**src/rtl/merge_readout_packer.sv**
```systemverilog
// ---------------------------------------------------------------------------
// merge_readout_packer
//
// Purpose:
//   Takes the key-sorted word stream from the merge stage and annotates each
//   word with first/last-of-key-group flags. One word is held back in a
//   lookahead register until the next word (or the end-of-event flush)
//   reveals whether it closes its group. Annotated words pass through a
//   one-entry push stage into a first-word-fall-through FIFO for the
//   readout consumer.
//
// Ports:
//   clk        - single clock, all logic on the rising edge
//   rst        - synchronous active-high reset
//   data_in    - sorted word from the merge stage
//   valid_in   - data_in valid (no upstream backpressure)
//   flush      - end-of-event pulse
//   data_out   - FIFO head word
//   first_out  - head word is the first of its key group
//   last_out   - head word is the last of its key group
//   valid_out  - FIFO non-empty
//   ready_in   - consumer accepts the head word
//   overflow   - sticky: a word was dropped because the FIFO was full
//   order_err  - sticky: key decreased within an event
//   group_cnt  - groups closed since reset/flush, saturating at 255
// ---------------------------------------------------------------------------
module merge_readout_packer #(
    parameter int DATA_WIDTH = 12,
    parameter int ACTIVE_MSB = 11,
    parameter int ACTIVE_LSB = 6,
    parameter int FIFO_AW    = 5
) (
    input  logic                  clk,
    input  logic                  rst,
    input  logic [DATA_WIDTH-1:0] data_in,
    input  logic                  valid_in,
    input  logic                  flush,
    output logic [DATA_WIDTH-1:0] data_out,
    output logic                  first_out,
    output logic                  last_out,
    output logic                  valid_out,
    input  logic                  ready_in,
    output logic                  overflow,
    output logic                  order_err,
    output logic [7:0]            group_cnt
);

    localparam int DEPTH = 1 << FIFO_AW;
    localparam int KW    = ACTIVE_MSB - ACTIVE_LSB + 1;
    localparam int EW    = DATA_WIDTH + 2;

    localparam logic [FIFO_AW:0]   FULL_CNT = (FIFO_AW + 1)'(DEPTH);
    localparam logic [FIFO_AW:0]   CNT_ONE  = {{FIFO_AW{1'b0}}, 1'b1};
    localparam logic [FIFO_AW-1:0] PTR_ONE  = {{(FIFO_AW - 1){1'b0}}, 1'b1};

    // Lookahead hold register
    logic                  r_hold_vld;
    logic [DATA_WIDTH-1:0] r_hold_data;
    logic                  r_hold_first;
    logic                  r_flush_pend;
    logic                  r_cnt_clr;

    // Push stage in front of the FIFO: entry is {first, last, data}
    logic                  r_push_vld;
    logic [EW-1:0]         r_push_entry;

    // FIFO storage and bookkeeping
    logic [EW-1:0]         r_mem [DEPTH];
    logic [FIFO_AW-1:0]    r_wr_ptr;
    logic [FIFO_AW-1:0]    r_rd_ptr;
    logic [FIFO_AW:0]      r_count;

    logic                  r_overflow;
    logic                  r_order_err;
    logic [7:0]            r_group_cnt;

    logic [KW-1:0]         w_key_in;
    logic [KW-1:0]         w_key_hold;
    logic                  w_key_diff;
    logic                  w_push;
    logic                  w_push_last;
    logic [EW-1:0]         w_push_entry;
    logic                  w_hold_load;
    logic                  w_hold_first_nxt;
    logic                  w_hold_clr;
    logic                  w_flush_pend_nxt;
    logic                  w_final_push;
    logic                  w_order_err;
    logic                  w_full;
    logic                  w_pop;
    logic                  w_wr;
    logic [EW-1:0]         w_head;

    assign w_key_in     = data_in[ACTIVE_MSB:ACTIVE_LSB];
    assign w_key_hold   = r_hold_data[ACTIVE_MSB:ACTIVE_LSB];
    assign w_key_diff   = (w_key_in != w_key_hold);
    assign w_push_entry = {r_hold_first, w_push_last, r_hold_data};

    // Lookahead decision. A pending flush closes the held group first; any
    // word arriving in that same cycle starts a fresh event, so it is loaded
    // as a group start and is not compared against the word being closed.
    always_comb begin
        w_push           = 1'b0;
        w_push_last      = 1'b0;
        w_hold_load      = 1'b0;
        w_hold_first_nxt = 1'b1;
        w_hold_clr       = 1'b0;
        w_flush_pend_nxt = 1'b0;
        w_final_push     = 1'b0;
        w_order_err      = 1'b0;
        if (r_flush_pend) begin
            w_push       = 1'b1;
            w_push_last  = 1'b1;
            w_final_push = 1'b1;
            w_hold_clr   = 1'b1;
            if (valid_in) begin
                w_hold_load      = 1'b1;
                w_flush_pend_nxt = flush;
            end
        end else if (valid_in) begin
            w_hold_load      = 1'b1;
            w_flush_pend_nxt = flush;
            if (r_hold_vld) begin
                w_push           = 1'b1;
                w_push_last      = w_key_diff;
                w_hold_first_nxt = w_key_diff;
                w_order_err      = (w_key_in < w_key_hold);
            end
        end else if (flush && r_hold_vld) begin
            w_push       = 1'b1;
            w_push_last  = 1'b1;
            w_final_push = 1'b1;
            w_hold_clr   = 1'b1;
        end
    end

    assign w_full = (r_count == FULL_CNT);
    assign w_pop  = valid_out && ready_in;
    // A push into a full FIFO is still accepted when the head leaves in the
    // same cycle.
    assign w_wr   = r_push_vld && (!w_full || w_pop);

    // Control state, sticky flags and group counter. The counter is cleared
    // one cycle after a flush-driven final push so the closing count is
    // visible for a cycle.
    always_ff @(posedge clk) begin
        if (rst) begin
            r_hold_vld   <= 1'b0;
            r_flush_pend <= 1'b0;
            r_cnt_clr    <= 1'b0;
            r_push_vld   <= 1'b0;
            r_overflow   <= 1'b0;
            r_order_err  <= 1'b0;
            r_group_cnt  <= 8'd0;
        end else begin
            if (w_hold_load) begin
                r_hold_vld <= 1'b1;
            end else if (w_hold_clr) begin
                r_hold_vld <= 1'b0;
            end
            r_flush_pend <= w_flush_pend_nxt;
            r_cnt_clr    <= w_final_push;
            r_push_vld   <= w_push;
            if (w_order_err) begin
                r_order_err <= 1'b1;
            end
            if (r_push_vld && w_full && !w_pop) begin
                r_overflow <= 1'b1;
            end
            if (r_cnt_clr) begin
                r_group_cnt <= (w_push && w_push_last) ? 8'd1 : 8'd0;
            end else if (w_push && w_push_last && (r_group_cnt != 8'hFF)) begin
                r_group_cnt <= r_group_cnt + 8'd1;
            end
        end
    end

    // Datapath registers; only meaningful while their valid bits are set.
    always_ff @(posedge clk) begin
        if (w_hold_load) begin
            r_hold_data  <= data_in;
            r_hold_first <= w_hold_first_nxt;
        end
        if (w_push) begin
            r_push_entry <= w_push_entry;
        end
    end

    // FIFO pointers and occupancy.
    always_ff @(posedge clk) begin
        if (rst) begin
            r_wr_ptr <= '0;
            r_rd_ptr <= '0;
            r_count  <= '0;
        end else begin
            if (w_wr) begin
                r_wr_ptr <= r_wr_ptr + PTR_ONE;
            end
            if (w_pop) begin
                r_rd_ptr <= r_rd_ptr + PTR_ONE;
            end
            if (w_wr && !w_pop) begin
                r_count <= r_count + CNT_ONE;
            end else if (!w_wr && w_pop) begin
                r_count <= r_count - CNT_ONE;
            end
        end
    end

    // FIFO storage.
    always_ff @(posedge clk) begin
        if (w_wr) begin
            r_mem[r_wr_ptr] <= r_push_entry;
        end
    end

    assign w_head    = r_mem[r_rd_ptr];
    assign data_out  = w_head[DATA_WIDTH-1:0];
    assign last_out  = w_head[DATA_WIDTH];
    assign first_out = w_head[DATA_WIDTH+1];
    assign valid_out = (r_count != '0);
    assign overflow  = r_overflow;
    assign order_err = r_order_err;
    assign group_cnt = r_group_cnt;

endmodule

```
**config.mk**
```make
export PLATFORM = sky130hd
export DESIGN_NAME = merge_readout_packer
export DESIGN_NICKNAME = d
export VERILOG_FILES = /design/src/rtl/merge_readout_packer.sv
export SDC_FILE = /design/constraint.sdc
export NUM_CORES = 1
export LEC_CHECK = 0
export ABC_AREA = 1
export CAP_MARGIN = 20
export CORE_AREA = 2 2 190 192
export DETAILED_ROUTE_END_ITERATION = 10
export DIE_AREA = 0 0 192 194
export PLACE_DENSITY_LB_ADDON = 0.15
export SYNTH_ARGS = -nofsm -noshare
export SYNTH_HDL_FRONTEND = slang
export SYNTH_SLANG_ARGS = --single-unit
```
**constraint.sdc**
```tcl
create_clock -name clk -period 5.05 [get_ports clk]
set_clock_uncertainty 0.05 [all_clocks]
set_input_delay 1.01 -clock clk [delete_from_list [all_inputs] [get_ports clk]]
set_output_delay 1.01 -clock clk [all_outputs]
set_load 0.03 [all_outputs]
```
# Word-level counts from Yosys, hierarchy flattened
# Memory sizes are Yosys's and may differ from the RTL's. A register that Yosys moved wholly into a read port is not among the register bits.
# Cells that the tools add are included.
[totals]
register_bits = 57
mem_bits_rw = 448
input_bits = 17
output_inout_bits = 25
elab_cells = 68
n_memories = 1
[op_classes]
add_sub_neg = 5
order_cmp = 1
eq_ne = 3
n_mux = 24
bitwise_logic = 2
n_reduce_logical = 19
[memory_table]
columns = ["name", "words", "word_bits", "rd", "rd_clocked_by_memory_dff", "wr", "line", "rtl"]
rows = [
  ["r_mem", 32, 14, 1, 1, 1, "68", "logic [EW-1:0] r_mem [DEPTH];"],
]
[ops]
columns = ["op", "count"]
rows = [
  ["two-way mux 1 bit", 18],
  ["two-way mux 8 bit", 2],
  ["two-way mux 6 bit", 2],
  ["adder 5 x 1 -> 5 bit, second input constant", 2],
  ["two-way mux 5 bit", 2],
  ["logical AND 1 bit", 9],
  ["adder 8 x 1 -> 8 bit, second input constant", 1],
  ["!= test 8 bit, second input constant", 1],
  ["adder 6 x 1 -> 6 bit, second input constant", 1],
  ["equality test 6 bit, second input constant", 1],
  ["less-than comparator 6 bit", 1],
  ["!= test 6 bit", 1],
  ["nonzero test 2 bit", 3],
  ["nonzero test 6 bit", 1],
  ["subtractor 6 x 1 -> 6 bit, second input constant", 1],
  ["logical NOT 1 bit", 3],
  ["OR reduction 3 bit", 1],
  ["inverter 1 bit", 2],
  ["OR reduction 2 bit", 1],
  ["logical OR 1 bit", 1],
]

# Longest topological paths before layout
# Gate-level depths: netlist of the first run.
[depth]
depth_word = 8
depth_mapped = 17
depth_no_buf = 17

# Worst setup path after synthesis of the first run
# OpenSTA, ideal clock, no wires.
[synth_timing]
kind = "input port to flip-flop"
startpoint = "input port ready_in"
endpoint = "memory r_mem[31][0] in the netlist's numbering (enable)"
arrival_time_ns = 2.533
required_time_ns = 4.597
slack_ns = 2.064
path_stages = 6
path_buffers = 0
cell_sequence = "nor2_1 > nand2_1 > nand2_1 > inv_2 > nand2_1 > nor3_1"
[synth_between]
elab_chain_cells = 5
[synth_rtl]
columns = ["item", "line", "rtl"]
rows = [
  ["start, declared", "42", "input logic ready_in,"],
  ["logical AND 1 bit", "138", "assign w_pop = valid_out && ready_in;"],
  ["logical OR 1 bit", "141", "assign w_wr = r_push_vld && (!w_full || w_pop);"],
  ["logical AND 1 bit", "141", ""],
  ["named net w_wr", "91", "logic w_wr;"],
  ["two-way mux 1 bit", "212", "if (w_wr) begin"],
  ["two-way mux 1 bit (not written as such)", "213", "r_mem[r_wr_ptr] <= r_push_entry;"],
  ["end, declared", "68", ""],
]
# The timed path passes the listed nets, and every way through them passes these cells.

==> results of run 1 <==
[sequential cells by signal, indices dropped and copies added, names as in the netlist, 5 cells and up, named ones only]
signal	cells
r_mem	448
group_cnt	8
r_push_entry	14
r_hold_data	12
r_count	6
r_rd_ptr	5
r_wr_ptr	5
[path summary, 6_finish.rpt]
path         depth (start not counted)                         to
min reg2reg                          0  r_push_entry[5]$_DFFE_PP_
max reg2reg                         16    r_count[5]$_SDFFE_PP0P_
max                                 11                data_out[2]
min                                  0  r_push_entry[5]$_DFFE_PP_
[cell usage after synthesis]
master      n
inv_2       3
and3_1      1
xnor2_1     3
inv_1      46
buf_4      20
inv_6       1
or2_2       2
fa_1        1
xor2_1      5
nor2_2      1
nor3_2      1
buf_2      42
buf_8       1
nand3b_1    1
buf_1       6
o21ai_1     2
dfxtp_1    35
o211ai_1    1
nor3_1      2
nand2_1   708
o21bai_1    1
clkbuf_1   17
nand3_1   351
nand4_1     8
nand2_2     1
edfxtp_1  475
a31oi_1     1
nor2_1     69
a21oi_1    18
ha_1       17
o21ai_0     8
buf_6      10
[through the flow]
stage	power [W]	hold slack (ns)	cell area (sq um)	setup slack [ns]
4_1_cts	0.0111	0.371	23500	0.749
6_report	0.0111	0.369	23700	0.749
5_1_grt	0.0116	0.380	23700	0.604
2_1_floorplan	0.00672	0.350	21000	2.06
3_3_place_gp	0.00733	0.354	21800	1.36
3_5_place_dp	0.00737	0.356	21800	1.39
[power by group]
| part | switching, W | internal (W) |
|---|---|---|
| sequential | 0.0000886 | 0.00471 |
| clock | 0.00154 | 0.00224 |
| combinational | 0.00172 | 0.000798 |
[layer usage]
layer	global-route usage, %	vias up	part of all wire [%]
li1	-	6493	-
met1	37.5	6711	40
met2	44.5	632	49
met3	3.71	92	8.1
met4	8.54	0	2.7
met5	0	-	0
[layout make-up]
class	instances	share of cell area (%)
clock buffers	58	5.44
clock inverters	34	1.64
inverters	50	0.824
multi-input cells	1202	22.3
flip-flops and latches	510	63.2
well taps	461	2.43
repair buffers	90	4.20
[critical path: stages (launching register included)]
cell and delay (ns):
dfxtp_4 0.38, inv_6 0.32, buf_4 0.40, nand2_1 0.11, nand3_1 0.09, nand3_1 0.08
nand2_1 0.10, nand2_1 0.06, nand2_1 0.10, nand2_1 0.10, nand2_1 0.18, clkdlybuf4s50_1 0.70
[kinds of logic (layout without fill, tap and decap cells)]
| kind of cell | after synthesis | in the layout |
|---|---|---|
| buffers and inverters | 146 | 232 |
| adder cells (fa/ha/maj) | 18 | 18 |
| AND/OR/NAND/NOR | 1145 | 1145 |
| AO/OA/AOI/OAI | 31 | 31 |
| XOR/XNOR | 8 | 8 |
| flip-flops | 510 | 510 |
==> out/results.ini, run 1 <==
[cts]
cts_resized = 0
cts_buffers = 49
cts.htree.levels = 2
cts_root_buffer = clkbuf_16
cts_hold_buf = 0
post_cts_buffers = 0
cts_buffer_depth = 3
clock_latency_ns = 0.57
path_clk_slew_ns = 0.06
cts_tree = done
cts_sinks = 510

[global_routing]
grt_usage_pct = 27.0
antenna_found_initial = 0
grt_max_degree = 120
grt_pass1_vias = 13400
grt_pass1_wl_microns = 76100
overflow = 0

[sta]
drv_slew = 0
min_period_over_period_pct = 85.2
max_freq_mhz = 233
fin_setup_tns_ns = 0
slew_headroom_pct = 27.6
tightestPinTransition_ns = 1.08
finalSetupViolCount = 0
period_needed_ns = 4.30
rsz0062_at_grt = no
finalHoldViolCount = 0

[critical_path]
r2r-start = r_count[1]$_SDFFE_PP0P_
arrival_ns = 3.24
crit_fanout = 52
cp-end-kind = output pin
start_kind = flip-flop
required_ns = 3.99
ff2ff_setup_slack_ns = 2.29
worstSetupPathType = flip-flop to output pin

[run]
drv_cap = 0

[layout]
areaGrowthSynthToFinish_pct = 12.9
ff_latch_area_sq_um = 15000
finalNonFillerCells = 2405
final_common_cell = nand2_1
antenna_cells = 0
final_cell_mix = nand2_1 (708), edfxtp_1 (475), nand3_1 (351), nor2_1 (60), clkbuf_16 (49)
final_nets = 1938
post-route-util_pct = 67.3
nFillCells = 2550
multi_input_area_sq_um = 5270
layout-drive-gt1-share_pct = 7.51

[route]
routed_wl_microns = 49400
drc = 0
postRouteAntennaNets = 0
post_drt_wl_per_cell_microns = 20.5
viasPerCell = 5.79
dr.pass1.iters = 5
route.vias.total = 13900
drt_iter0_markers = 1505

[synth]
ys_types = 32
synthTopCellsByArea = edfxtp_1 (68%), nand2_1 (13%), nand3_1 (8.4%), dfxtp_1 (3.3%), nor2_1 (1.2%)
synth_nets = 1893
synthSimpleGateAreaFrac_pct = 22.8
synthesis.area_sq_um = 21000
synth_top_area_share_pct = 68.0
seq_area_frac_synth_pct = 71.3
ys_ff_latch = 510
syn_area_per_cell_sq_um = 11.3
syn_inst = 1858
synth_fa_ha_area_share_pct = 1.11
yosysTopAreaCell = edfxtp_1
synth_top_family_by_area = simple AND/OR/NAND/NOR gates
synth_compound_area_share_pct = 0.769
synth_xor_area_share_pct = 0.334
synth.area.mux_share_pct = 0
ys_warn_count = 0

[power]
ir_drop_mv = 0.408
p_leak_nw = 8.80
power_density_nw_per_um2 = 469

[placement]
port_buffers = 41
dp_hpwl_microns = 27200
dp_cells = 2304
routabilityCongestion = 0.801

[floorplanning]
die_x_microns = 192
die-area_sq_um = 37200
io_pins = 42
coreArea_sq_um = 35200
start_util_pct = 59.6
die_y_microns = 194
row_count = 69

[hold_path]
hp-start = r_hold_data[5]$_DFFE_PP_
hp-class = flip-flop to flip-flop

[status]
status = complete, no violations

No activity file was read; power rests on OpenSTA's default activity.
==> run 2, diff against run 1 <==
SLEW_MARGIN = 20   (was default)
==> run 2 against run 1 <==
Via count is 0.30% lower; total power is 0.20% lower; global-route usage stayed put; largest cell class unchanged; register-to-register slack hardly changed; critical path type unchanged; flip-flop and latch count stayed put; fmax is 0.12% lower; critical endpoint unchanged; worst hold slack hardly changed; first-iteration DRC count is 6.6% lower.
==> out/results.ini, run 2 (synthesis gave the netlist of run 1 again) <==
[status]
status = complete, no violations

[sta]
fin_setup_tns_ns = 0  ; unchanged
finalHoldViolCount = 0  ; unchanged
period_needed_ns = 4.31  ; +0.00506 ns
tightestPinTransition_ns = 1.09  ; +0.00593 ns
max_freq_mhz = 232  ; -0.12%
drv_slew = 0  ; unchanged
rsz0062_at_grt = no
finalSetupViolCount = 0  ; unchanged
slew_headroom_pct = 27.2  ; -0.40 points
fin_ws_ns = 0.744  ; -0.00506 ns
hold_slack_ns = 0.368  ; -0.000379 ns
min_period_over_period_pct = 85.3  ; +0.10 points

[placement]
dpl_worst_slack_ns = 1.39  ; unchanged
dpl_cell_area_sq_um = 21800  ; unchanged
routabilityCongestion = 0.801  ; unchanged
dp_hpwl_microns = 27200  ; unchanged
port_buffers = 41  ; unchanged

[layout]
final_common_cell = nand2_1
largest_register_ffs = 448  ; unchanged
largest_registers = r_mem: 448 flops, r_push_entry: 14 flops, r_hold_data: 12 flops
post-route-util_pct = 67.0  ; -0.25 points
areaGrowthSynthToFinish_pct = 12.5
layout-drive-gt1-share_pct = 7.51  ; unchanged
final_cell_mix = nand2_1 (708), edfxtp_1 (475), nand3_1 (351), nor2_1 (60), clkbuf_16 (49)
final_area_sq_um = 23600  ; -0.38%
final_nets = 1938  ; unchanged
nFillCells = 2556  ; +0.24%
top_register = r_mem

[critical_path]
start_kind = flip-flop
arrival_ns = 3.25  ; about the same
required_ns = 3.99  ; about the same
ff2ff_setup_slack_ns = 2.29  ; about the same
cp-end-kind = output pin
crit_fanout = 52  ; unchanged
worstSetupPathType = flip-flop to output pin

[global_routing]
antenna_found_initial = 0  ; unchanged
grt_usage_pct = 27.0  ; unchanged
overflow = 0  ; unchanged
grt_pass1_wl_microns = 76100  ; unchanged
grt_pass1_vias = 13400  ; unchanged
grt_max_degree = 120  ; unchanged

[floorplanning]
row_count = 69  ; unchanged
die_y_microns = 194  ; unchanged
coreArea_sq_um = 35200  ; unchanged
die_x_microns = 192  ; unchanged
io_pins = 42  ; unchanged
die-area_sq_um = 37200  ; unchanged
start_util_pct = 59.6  ; unchanged

[power]
power_density_nw_per_um2 = 469  ; +0.17%
p_leak_nw = 8.76  ; -0.44%
ir_drop_mv = 0.406  ; -0.37%

[route]
routed_wl_microns = 49400  ; about the same
route.vias.total = 13900  ; -0.30%
post_drt_wl_per_cell_microns = 20.5  ; about the same
postRouteAntennaNets = 0  ; unchanged
drt_iter0_markers = 1406  ; -6.6%
drc = 0  ; unchanged
viasPerCell = 5.77  ; -0.34%
dr.pass1.iters = 5  ; unchanged

[cts]
clock_latency_ns = 0.57  ; about the same
post_cts_buffers = 0  ; unchanged
cts_root_buffer = clkbuf_16
cts.htree.levels = 2  ; unchanged
cts_tree = done
cts_resized = 0  ; unchanged
cts_sinks = 510  ; unchanged
cts_buffers = 49  ; unchanged
cts_buffer_depth = 3  ; unchanged
cts_hold_buf = 0  ; unchanged
path_clk_slew_ns = 0.06  ; about the same

[run]
drv_cap = 0  ; unchanged

[hold_path]
hp-class = flip-flop to flip-flop

## run 2: final timing paths
check	startpoint	endpoint	cells after the start
min reg2reg	r_hold_data[5]$_DFFE_PP_	r_push_entry[5]$_DFFE_PP_	0
max reg2reg	r_count[1]$_SDFFE_PP0P_	r_count[5]$_SDFFE_PP0P_	16
max	flip-flop	data_out[2]	11
min	r_hold_data[5]$_DFFE_PP_	r_push_entry[5]$_DFFE_PP_	0
## run 2: stage by stage
step | cells | power [W]
final | 2406 | 0.0111
after global routing | 2405 | 0.0116
after CTS | 2396 | 0.0111
after detailed placement | 2304 | 0.00737
after global placement | 2304 | 0.00733
after floorplan | 1858 | 0.00672
## run 2: cell type report
| type | count | area, sq um | share of cell area (%) |
|---|---|---|---|
| inverters | 50 | 195 | 0.827 |
| flip-flops and latches | 510 | 15000 | 63.4 |
| well taps | 461 | 577 | 2.44 |
| repair buffers | 90 | 905 | 3.83 |
| clock inverters | 34 | 389 | 1.65 |
| diodes | 1 | 2.50 | 0.0106 |
| clock buffers | 58 | 1290 | 5.46 |
| multi-input cells | 1202 | 5270 | 22.3 |
## run 2: layer usage
metal,global-route usage (%),up-vias,routed length [microns]
li1,-,6493,-
met1,37.5,6730,20000
met2,44.5,579,24400
met3,3.71,84,3700
met4,8.54,0,1310
met5,0,-,0
## run 2: critical path, stage by stage (launching register included)
cell	delay, ns
dfxtp_4	0.38
inv_6	0.33
buf_4	0.41
nand2_1	0.11
nand3_1	0.09
nand3_1	0.08
nand2_1	0.10
nand2_1	0.06
nand2_1	0.09
nand2_1	0.10
nand2_1	0.18
clkdlybuf4s50_1	0.70
## run 2: report_power, final
group	total, W	internal (W)	switching (W)
Combinational	0.00250	0.000789	0.00171
Sequential	0.00481	0.00471	0.0000972
Clock	0.00377	0.00224	0.00153
